### src/rtl/fetch_stage.sv
// Instruction fetch stage: PC register, instruction-memory request and IF/ID pipeline register.
// Latency: one cycle from an imem_ready strobe to the word appearing in IF/ID.
// Backpressure: stall holds PC and IF/ID; imem_ready low inserts bubbles; HLT freezes fetch until a branch.
// Optional feature: define FETCH_PERF_CNT_EN to enable the saturating fetch/flush performance counters.
module fetch_stage (
   input  logic        clk,
   input  logic        rst_n,
   input  logic        branch,
   input  logic [15:0] pc_next,
   input  logic        stall,
   output logic        imem_req,
   output logic [15:0] imem_addr,
   input  logic [15:0] imem_rdata,
   input  logic        imem_ready,
   output logic [15:0] pc_output,
   output logic [15:0] if_id_instr,
   output logic [15:0] if_id_pc_inc,
   output logic        if_id_valid,
   output logic        halted,
   output logic [15:0] fetch_cnt,
   output logic [15:0] flush_cnt
);

   localparam logic [3:0] OP_HLT = 4'hF;

   logic [15:0] pc_inc;
   logic        fetch_done;
   logic        is_hlt;

   // Sequential PC increment wraps naturally at 16 bits (0xFFFE -> 0x0000).
   assign pc_inc     = pc_output + 16'd2;
   assign imem_req   = !halted && !stall;
   assign imem_addr  = pc_output;
   assign fetch_done = imem_req && imem_ready;
   assign is_hlt     = (imem_rdata[15:12] == OP_HLT);

   // PC / IF/ID / halt state: branch beats stall beats halt-freeze beats fetch beats wait.
   always_ff @(posedge clk or negedge rst_n) begin
      if (!rst_n) begin
         pc_output    <= 16'h0000;
         if_id_instr  <= 16'h0000;
         if_id_pc_inc <= 16'h0000;
         if_id_valid  <= 1'b0;
         halted       <= 1'b0;
      end else if (branch) begin
         // Redirect squashes whatever is in IF/ID and also releases a halt.
         pc_output   <= pc_next;
         if_id_instr <= 16'h0000;
         if_id_valid <= 1'b0;
         halted      <= 1'b0;
      end else if (stall) begin
         // Hazard hold: everything keeps its value.
      end else if (halted) begin
         // Frozen: the HLT stays visible for one cycle, then only bubbles.
         if_id_valid <= 1'b0;
      end else if (fetch_done) begin
         if_id_instr  <= imem_rdata;
         if_id_pc_inc <= pc_inc;
         if_id_valid  <= 1'b1;
         if (is_hlt) begin
            halted <= 1'b1;
         end else begin
            pc_output <= pc_inc;
         end
      end else begin
         // Memory not ready: hold PC and data, emit a bubble.
         if_id_valid <= 1'b0;
      end
   end

`ifdef FETCH_PERF_CNT_EN
   logic [15:0] fetch_q;
   logic [15:0] flush_q;

   // Saturating counters: completed fetches (never on a redirect cycle) and redirects.
   always_ff @(posedge clk or negedge rst_n) begin
      if (!rst_n) begin
         fetch_q <= 16'h0000;
         flush_q <= 16'h0000;
      end else begin
         if (fetch_done && !branch && (fetch_q != 16'hFFFF)) begin
            fetch_q <= fetch_q + 16'd1;
         end
         if (branch && (flush_q != 16'hFFFF)) begin
            flush_q <= flush_q + 16'd1;
         end
      end
   end

   assign fetch_cnt = fetch_q;
   assign flush_cnt = flush_q;
`else
   assign fetch_cnt = 16'h0000;
   assign flush_cnt = 16'h0000;
`endif

endmodule

### config.mk
export PLATFORM = sky130hd
export DESIGN_NAME = fetch_stage
export DESIGN_NICKNAME = d
export VERILOG_FILES = /design/src/rtl/fetch_stage.sv
export SDC_FILE = /design/constraint.sdc
export NUM_CORES = 1
export LEC_CHECK = 0
export ABC_CLOCK_PERIOD_IN_PS = 3770
export CORE_MARGIN = 10
export CORE_UTILIZATION = 40
export CTS_CLUSTER_DIAMETER = 120
export DETAILED_ROUTE_END_ITERATION = 8
export GPL_TIMING_DRIVEN = 1
export PLACE_DENSITY = 0.76
export SETUP_SLACK_MARGIN = 0.5
export SLEW_MARGIN = 20
export SYNTH_ARGS = -nofsm -noshare
export SYNTH_HDL_FRONTEND = slang
export SYNTH_SLANG_ARGS = --single-unit
### constraint.sdc
create_clock -name clk -period 3.77 [get_ports clk]
set_input_delay 0.5655 -clock clk [delete_from_list [all_inputs] [get_ports clk]]
set_output_delay 0.5655 -clock clk [all_outputs]
set_load 0.01 [all_outputs]
==> results.md, run 1 <==
* Num CTS Buffers at 5
* Placed Instances at 460
* Clk_skew at 6.46 ps
* Critical path capture point type: flip-flop
* WL per Instance at 16.0 um
* Synth Area per Inst at 9.00 sq um
* Post-Syn Area at ~2800 sq um
* Gate Count Post-Synth at 309
* Max Freq at 0.393 GHz
* Commonest non-fill, non-tap cells in the layout: 101 x clkdlybuf4s50_1, 52 x nand2_1, 50 x dfrtp_1
* Final setup violation count at 0
* Placer Congestion at ~0.75
* Synth Register Bits at 50
* Critical path arrival at 2730 ps
* Worst vdd ir at 0.163 mV
* Buffers on Ports at 103
* Wl on met1 at 2890 um
* Die Width at slightly above 100 um
* Row count at 30
* Sinks on Clock Net at 50
* Antenna viol nets, final at 0
* CTS tree: built
* Die Area at 10,700 sq um
* Number of synthesized flops with an enable pin at 0
* Required time worst endpoint at between 3000 and 4000 ps
* 1st-pass router iterations at 4
* Reg2reg path depth at 5
* PD cells at 378 nW/um^2
* Synth warnings at 0
* Worst Tran Pin Value at 844 ps
* Final Instance Count excl. Fillers at 468
* Max-cap violation count at 0
* Post-synth ARST share at 100%
* Final Hold Vio Count at 0
* CTS H-tree depth at 2
* Slew Limit Headroom at 43.7%
* Initial antenna violation count at 1
* Setup ws final at 1230 ps
* Via count at 2,252
* Status: complete, no violations
* Drt drc at 0
* GRT Total Usage at about 13%
* Ordered list of cells on the worst path: clkdlybuf4s50_1 > or3b_1 > buf_4 > nor4_4 > mux2i_1 > nand2_1
* Largest net degree at the start of global routing at between 50 and 60
* Register area at 1250 sq um
* Dpl hpwl at between 5000 and 6000 um
* Iter 0 DRT Violations at 63
* Final Cycle Share at 67.5%
* Post-CTS sizing at 0
* Leakage power at 0.00149 uW
* Core Footprint at about 6800 sq um
* CP max stage delay at 620 ps
* Slew Limit Fails at 0
* Tmin final at 2540 ps
* CP max stage cell: or3b_1
* Postcts setup bufs at 0
* FF-to-FF Start: halted
* Max Used Layer: met4
* Worst Setup Start Kind: input pin
* Clk_lat worst skew at 300 ps
* Commonest non-fill, non-tap cell in the layout: clkdlybuf4s50_1
* Total wire length at 7480 um
* Fill cells at 632
* Share of layout cells above drive strength 1 at 5.67%
* Max Root-Sink Buffers at 2
* Final instance area at 3700 sq um
* Footprint of the multi-input gates at 1210 sq um
* Pre-CTS setup slack at ~900 ps
* Met3 wire len at 1050 um
* Register area share after synthesis at between 40 and 50%
* Met2 Routed Length at 3420 um
* Reg clk slew, reported paths at about 90 ps
* Setup CP Type: input pin to flip-flop
* CTS Root Cell: clkbuf_8
* Area grow syn2layout at 33.2%
* Capturing point of the worst reg2reg path: imem_addr[10]
* Post-synth cell types at 36
* Hold crit path type: input pin to asynchronous set/reset pin
* Congestion Overflow GR at 0
* Final TNS setup at 0 ps
* Critical Path Fanout Max at 14
* Nets at around 430
* Ant diodes at 0
* Initial Util at roughly two fifths
* Placed cell areas at 3610 sq um
* Die Y at 103 um
* I/O Pins at between 100 and 150
* Vias in the first global route at 2,151
* Hold Buf Count CTS at 0
* Main synth FF type: dfrtp_1
* R2R setup slack at 1520 ps
* Drt via density at 4.81
* RSZ-0062 raised after global routing: no
* First-pass GRT wire length at about 11,000 um
-- routing by layer --
metal / vias up / track usage (%)
met2: 102 / 20.5
met5: - / 0
met3: 12 / 8.57
met4: 0 / 4.39
met1: 1033 / 15.1
li1: 1105 / -
-- flip-flops by register name, summed over array words and instances (netlist names) --
name	cells
if_id_valid	1
halted	1
if_id_instr	16
if_id_pc_inc	16
imem_addr	16
-- power breakdown --
group | internal, uW | switching [uW] | total (uW)
clock | 148 | 176 | 324
combinational | 228 | 184 | 412
sequential | 598 | 63.9 | 662
-- worst max path at each step --
stage	startpoint	to	cells after the start
floorplan	imem_addr[1]	imem_addr[13]	5
global placement	stall	imem_addr[10]	6
detailed placement	stall	imem_addr[10]	6
CTS	stall	imem_addr[10]	6
global route	stall	imem_addr[10]	6
finish	stall	imem_addr[10]	6
-- kinds of logic after synthesis --
kind of cell,Yosys count,synth area share (%)
simple gates,111,19.4
xor+xnor,21,6.62
flops,50,45.0
mux,8,3.02
buf+inv,68,16.0
other cells,1,0.135
fa+ha+maj,1,0.450
compound gates,49,9.45
-- worst max-delay path: cells and delay by family --
kind,cells,cell delay [ps]
buffers and inverters,2,760
muxes,1,250
and+or+nand+nor,3,1160
-- per-stage QoR --
step,power (uW),hold slack (ps),utilization [%]
after floorplan,887,270,-
after detailed placement,1090,474,53.4
final,1400,270,54.8
after CTS,1420,297,54.8
after global placement,1080,466,53.4
after global routing,1480,314,54.8
-- cell usage after synthesis (2+ instances only) --
cell type  instances  share of area (%)
nor3_1             7                1.3
mux2i_1            5                1.8
a22oi_1            4                1.1
mux2_2             3                1.2
nand2_1           52                7.0
o21ai_0           10                1.8
nand4_1            3               0.68
xor2_1             5                1.6
nor2_1            23                3.1
buf_4             49                 13
a21oi_1           31                5.6
nor4_1             7                1.6
nand3_1            5               0.90
clkbuf_1          13                1.8
dfrtp_1           50                 45
a31oi_1            2               0.45
buf_2              2               0.36
xnor2_1           16                5.0
inv_1              2               0.27
clkbuf_2           2               0.36
nor2b_1            3               0.68
-- area by class of cell --
class	instances	area share, %
inverters	2	0.203
clock inverters	1	0.135
flip-flops and latches	50	33.8
repair buffers	106	28.3
well taps	80	2.70
multi-input cells	222	32.6
clock buffers	7	2.33
Power figures use the tool's default switching activity.
==> inputs of run 2 (changes only) <==
--- a/config.mk
+++ b/config.mk
@@ -5,13 +5,13 @@
 export SDC_FILE = /design/constraint.sdc
 export NUM_CORES = 1
 export LEC_CHECK = 0
-export ABC_CLOCK_PERIOD_IN_PS = 3770
+export ABC_CLOCK_PERIOD_IN_PS = 2250
 export CORE_MARGIN = 10
-export CORE_UTILIZATION = 40
+export CORE_UTILIZATION = 37
 export CTS_CLUSTER_DIAMETER = 120
 export DETAILED_ROUTE_END_ITERATION = 8
 export GPL_TIMING_DRIVEN = 1
-export PLACE_DENSITY = 0.76
+export PLACE_DENSITY = 0.74
 export SETUP_SLACK_MARGIN = 0.5
 export SLEW_MARGIN = 20
 export SYNTH_ARGS = -nofsm -noshare
==> constraint.sdc (replaced) <==
create_clock -name clk -period 2.25 [get_ports clk]
set_input_delay 0.3375 -clock clk [delete_from_list [all_inputs] [get_ports clk]]
set_output_delay 0.3375 -clock clk [all_outputs]
set_load 0.01 [all_outputs]
==> run 2 against run 1 <==
Net effect:
- clock power rose by 58%
- register-to-register slack lost 1000 ps
- first-iteration DRC count increased by 71%
==> results.md, run 2 (synthesis results as in run 1) <==
* Commonest non-fill, non-tap cells in the layout: 97 x clkdlybuf4s50_1, 52 x nand2_1, 40 x dfrtp_1
* Die Y at 107 um (+3.2%)
* Slew Limit Headroom at 60.8% (+17 points)
* Critical path capture point type: output pin
* GRT Total Usage at 13.0% (-0.42 points)
* Critical path arrival at 1410 ps (-1320 ps)
* I/O Pins at 136 (unchanged)
* R2R setup slack at 520 ps (-1000 ps)
* FF-to-FF Start: imem_addr[1]
* Final instance area at 3940 sq um (+6.4%)
* Placed cell areas at 3720 sq um (+2.9%)
* Clk_lat worst skew at 310 ps (about the same)
* Final Hold Vio Count at 0 (unchanged)
* 1st-pass router iterations at 5 (+1)
* Share of layout cells above drive strength 1 at 14.4% (+8.7 points)
* Commonest non-fill, non-tap cell in the layout: clkdlybuf4s50_1
* Reg2reg path depth at 5 (unchanged)
* Max Freq at between 0.5 and 0.6 GHz
* Initial antenna violation count at 1 (unchanged)
* Final Cycle Share at 77.7%
* Die Width at 107 um (+3.2%)
* Vias in the first global route at 2,406 (+12%)
* CTS H-tree depth at 2 (unchanged)
* Clk_skew at 8.26 ps (+1.80 ps)
* Num CTS Buffers at 5 (unchanged)
* Iter 0 DRT Violations at 108 (+71%)
* Capturing point of the worst reg2reg path: imem_addr[13]
* Worst Tran Pin Value at 583 ps (-261 ps)
* Core Footprint at 7290 sq um (+7.9%)
* Leakage power at 0.00160 uW (+7.6%)
* Status: complete, no violations
* Hold crit path type: input pin to asynchronous set/reset pin
* RSZ-0062 raised after global routing: yes
* Via count at 2,387 (+6.0%)
* Final setup violation count at 0 (unchanged)
* CTS Root Cell: clkbuf_8
* Setup CP Type: flip-flop to output pin
* CP endpoint: pc_output[1]
* Die Area at 11,400 sq um (+6.5%)
* Worst Setup Start Kind: flip-flop
* CTS tree: built
* Setup ws final at 501 ps (-724 ps)
* Nets at 447 (+5.2%)
* Drt via density at 4.69 (-2.5%)
* Placer Congestion at 0.745 (-0.83%)
* PD cells at 605 nW/um^2 (+60%)
* Pre-CTS setup slack at -12.1 ps (-913 ps)
* Dpl hpwl at 6230 um (+6.6%)
* Total wire length at 7930 um (+6.0%)
* First-pass GRT wire length at 12,200 um (+8.7%)
* Congestion Overflow GR at 0 (unchanged)
* Reg clk slew, reported paths at 90 ps (about the same)
* Tmin final at between 1500 and 2000 ps
* Largest net degree at the start of global routing at 27 (-47%)
* Buffers on Ports at 103 (unchanged)
* Sinks on Clock Net at 50 (unchanged)
* Max-cap violation count at 0 (unchanged)
* Required time worst endpoint at 1910 ps (-2050 ps)
* Initial Util at 38.1% (-3.0 points)
* Slew Limit Fails at 0 (unchanged)
* Critical Path Fanout Max at 5 (-9)
* Row count at 31 (+3.3%)
* Drt drc at 0 (unchanged)
* Ant diodes at 0 (unchanged)
* Worst vdd ir at 0.353 mV (+120%)
* WL per Instance at 15.6 um (-2.5%)
* WHS at 9.63 ps (-261 ps)
* CP Launch Point: imem_addr[1]
* Area grow syn2layout at 41.7%
* Antenna viol nets, final at 0 (unchanged)
* Max Root-Sink Buffers at 2 (unchanged)
[run 2: cell count changes in the layout (fill, tap and decap cells not counted), moves of 3 or more]
cell,change
dfrtp_1,-10
dlygate4sd2_1,+3
clkdlybuf4s50_1,-4
dfrtp_2,+10
buf_4,+20
[run 2: worst min path at each step]
stage | slack [ps] | from | to | cells past startpoint
after detailed placement | 380 | rst_n | if_id_instr[5] | 1
after global placement | 380 | rst_n | if_id_instr[5] | 1
after global routing | 50 | rst_n | if_id_instr[5] | 1
after floorplan | 40 | rst_n | halted | 0
after CTS | 30 | rst_n | if_id_instr[5] | 1
final | 10 | rst_n | if_id_instr[5] | 1
[run 2: per-stage QoR]
step	setup TNS (ps)	util, %	std cells	power [uW]
finish	0	54.0	509	2380
CTS	0	52.6	498	2380
global route	0	54.0	509	2520
global placement	0	51.0	487	1830
floorplan	0	-	340	1490
detailed placement	-17.7	51.0	487	1850
[run 2: cell type report]
cell class              instances  area, sq um
clock inverters                 2         10.0
clock buffers                   6         72.6
multi-input cells             222         1240
well taps                      99          124
repair buffers                128         1220
inverters                       2         7.51
fillers                       688         3350
flip-flops and latches         50         1260
[run 2: repair_timing]
action,in CTS,in global routing
endpoints found under the setup margin,30,19
hold buffers,0,0
gates resized for setup,13,5
pin swaps,1,3
setup buffers,3,11
endpoints found under the hold margin,0,0
[run 2: report_power, final]
group / switching [uW] / leakage [uW] / internal (uW)
Clock: 297 / 0.0000450 / 216
Combinational: 340 / 0.000957 / 426
Sequential: 97.3 / 0.000601 / 1010
Total: 734 / 0.00160 / 1650
[run 2: critical path, cell delays in order (launching register included)]
cell             delay [ps]
dfrtp_2                 400
buf_4                   150
clkdlybuf4s50_1         540
[run 2: per-layer routing]
| layer | up-vias | global-route usage, % | share of wire (%) |
|---|---|---|---|
| met3 | 14 | 7.07 | 12 |
| li1 | 1144 | - | - |
| met4 | 0 | 3.48 | 0.83 |
| met2 | 136 | 21.9 | 48 |
| met5 | - | 0 | 0 |
| met1 | 1093 | 14.0 | 39 |
==> inputs of run 3 (changes only) <==
--- a/config.mk
+++ b/config.mk
@@ -5,7 +5,7 @@
 export SDC_FILE = /design/constraint.sdc
 export NUM_CORES = 1
 export LEC_CHECK = 0
-export ABC_CLOCK_PERIOD_IN_PS = 2250
+export ABC_CLOCK_PERIOD_IN_PS = 1500
 export CORE_MARGIN = 10
 export CORE_UTILIZATION = 37
 export CTS_CLUSTER_DIAMETER = 120
==> constraint.sdc (replaced) <==
create_clock -name clk -period 1.5 [get_ports clk]
set_input_delay 0.225 -clock clk [delete_from_list [all_inputs] [get_ports clk]]
set_output_delay 0.225 -clock clk [all_outputs]
set_load 0.01 [all_outputs]
==> run 3 against run 2 <==
Net effect:
- highest routed layer unchanged
- first-iteration DRC count up 31%
- sequential power grew 50%
- clock skew about the same
- via count is 31% higher
- power increased by 100%
- hold slack gained 330 ps
- die area stayed put
- global-route usage increased by 5.6 points
- clock-buffer cell count stayed put
- clock power grew 130%
- the flow now finishes with violations (setup timing)
- wire length is 62% higher
- critical path depth grew 4
==> results.md, run 3 (synthesis results as in run 1) <==
* Placer Congestion at 0.804 (+8.0%)
* Combinational Power Share at 41.4% (+9.3 points)
* Die Area at 11,400 sq um (unchanged)
* WHS at 337 ps (+327 ps)
* Final TNS setup at -4100 ps (-4100 ps)
* Hold crit path type: input pin to flip-flop
* Drt drc at 0 (unchanged)
* I/O Pins at 136 (unchanged)
* CTS Root Cell: clkbuf_8
* Sinks on Clock Net at 50 (unchanged)
* Failing checks: setup timing
* Largest net degree at the start of global routing at 51 (+89%)
* Setup ws final at -318 ps (-818 ps)
* GRT Total Usage at 18.6% (+5.6 points)
* Max-cap violation count at 0 (unchanged)
* First-pass GRT wire length at 17,400 um (+43%)
* Power share of the sequential group at 34.0% (-12 points)
* Footprint of the multi-input gates at 1730 sq um (+40%)
* Drt via density at 5.00 (+6.5%)
* Final Cycle Share at 121%
* Global routing usage on met3 at 6.29% (-0.78 points)
* R2R setup slack at -320 ps (-840 ps)
* RSZ-0062 raised after global routing: yes
* Max Freq at 0.550 GHz
* Slew Limit Fails at 0 (unchanged)
* Total wire length at 12,800 um (+62%)
* Worst Setup Start Kind: flip-flop
* Clk_skew at 8.52 ps (+0.255 ps)
* Clk network pwr share at 24.6% (+3.1 points)
* Final Power at 4860 uW (+100%)
* Vias in the first global route at 3,300 (+37%)
* Busiest grt layer: met2
* Tmin final at approximately 1800 ps
* NetSw at 1520 uW (+110%)
* Nets at 564 (+26%)
* Critical path arrival at 2010 ps (+600 ps)
* Iter 0 DRT Violations at 141 (+31%)
* CTS tree: built
* Final Hold Vio Count at 0 (unchanged)
* Max Root-Sink Buffers at 2 (unchanged)
* Row count at 31 (unchanged)
* Dpl hpwl at 6600 um (+5.9%)
* PD cells at 850 nW/um^2 (+41%)
* Sw Share at 31.2% (+0.45 points)
* Placed Instances at 524 (+7.6%)
* Share of layout cells above drive strength 1 at 57.5% (+43 points)
* Initial Util at 38.1% (unchanged)
* Num CTS Buffers at 5 (unchanged)
* Congestion Overflow GR at 0 (unchanged)
* Buffers on Ports at 103 (unchanged)
* Register area at 1250 sq um (-0.89%)
* Core Footprint at 7290 sq um (unchanged)
* CTS H-tree depth at 2 (unchanged)
* Die Y at 107 um (unchanged)
* 1st-pass router iterations at 4 (-1)
* Commonest non-fill, non-tap cell in the layout: buf_6
* Via count at 3,127 (+31%)
* Antenna viol nets, final at 0 (unchanged)
* Critical Path Fanout Max at 5 (unchanged)
* Leakage power at 0.00260 uW (+62%)
* Die Width at 107 um (unchanged)
* Final setup violation count at 29 (+29)
* Area grow syn2layout at 106%
* Commonest non-fill, non-tap cells in the layout: 97 x buf_6, 76 x buf_4, 49 x dfrtp_1
* Initial antenna violation count at 0 (-1)
* WL per Instance at 20.5 um (+32%)
* Reg clk slew, reported paths at 100 ps (about the same)
* Final Instance Count excl. Fillers at 626 (+23%)
* GR Util met1 at 19.2% (+5.2 points)
* Required time worst endpoint at 1690 ps (-220 ps)
* Status: finished, violations left
* Ant diodes at 0 (unchanged)
* GRT met2 Usage at 34.4% (+13 points)
* Fill cells at 406 (-41%)
* Setup CP Type: flip-flop to flip-flop
* Critical path capture point type: flip-flop
* Worst vdd ir at 0.498 mV (+41%)
* P_int at 3340 uW (+100%)
* Clk_lat worst skew at 310 ps (about the same)
run 3: changes by cell type in the layout (fill, tap and decap cells not counted), sizes merged:
cell / delta
clkinv: -2
clkdlybuf4s50: -60
buf: +175
clkdlybuf4s15: +2
clkbuf: +2
dlygate4sd2: -2
dlygate4sd3: +1
dlymetal6s2s: -1
bufinv: +2
run 3: path summary, 6_finish.rpt:
kind / cells after the start / from / endpoint
max: 6 / imem_addr[7] / imem_addr[10]
min reg2reg: 1 / if_id_pc_inc[0] / if_id_pc_inc[0]
max in group asynchronous: 3 / rst_n / imem_addr[1]
max reg2reg: 6 / imem_addr[7] / imem_addr[10]
min in group asynchronous: 3 / rst_n / if_id_pc_inc[3]
min: 3 / branch / imem_addr[8]
run 3: metrics by stage:
step | instance area, sq um | util (%) | setup slack [ps]
floorplan | 3070 | - | -322
global placement | 4080 | 55.9 | -482
detailed placement | 4080 | 55.9 | -523
CTS | 5010 | 68.7 | -179
global route | 5720 | 78.4 | -398
finish | 5720 | 78.4 | -318
run 3: area by class of cell:
class	count	share of cell area [%]
clock buffer	6	1.44
inverter	2	0.131
clock inverter	2	1.05
multi-input combinational	222	30.3
timing repair buffer	245	43.0
sequential	50	21.9
tap	99	2.17
run 3: metal layers:
| layer | vias to the layer above | part of all wire (%) | wire [um] |
|---|---|---|---|
| met2 | 149 | 54 | 6880 |
| met4 | 0 | 2.9 | 369 |
| li1 | 1385 | - | - |
| met1 | 1558 | 37 | 4690 |
| met3 | 35 | 7.0 | 895 |
| met5 | - | 0 | 0 |
run 3: repair_timing:
| item | CTS | global route |
|---|---|---|
| buffers inserted | 58 | 30 |
| gates resized for setup | 382 | 93 |
| endpoints found under the setup margin | 116 | 116 |
| pin swaps | 23 | 34 |
| endpoints found under the hold margin | 50 | 0 |
| gates cloned | 3 | 2 |
| hold buffers | 1 | 0 |
run 3: worst max-delay path, cell delays in order (launching register included):
cell,delay (ps)
dfrtp_1,430
buf_6,130
nand4_1,220
nor4_4,370
buf_6,170
mux2i_1,280
nand2_1,100
run 3: power by group through the flow:
stage / logic [uW] / registers (uW) / clock network [uW]
detailed placement: 1270 / 1640 / 0
global placement: 1240 / 1630 / 0
floorplan: 567 / 1730 / 0
CTS: 1600 / 1620 / 1190
finish: 2010 / 1650 / 1200
global route: 2120 / 1670 / 1260
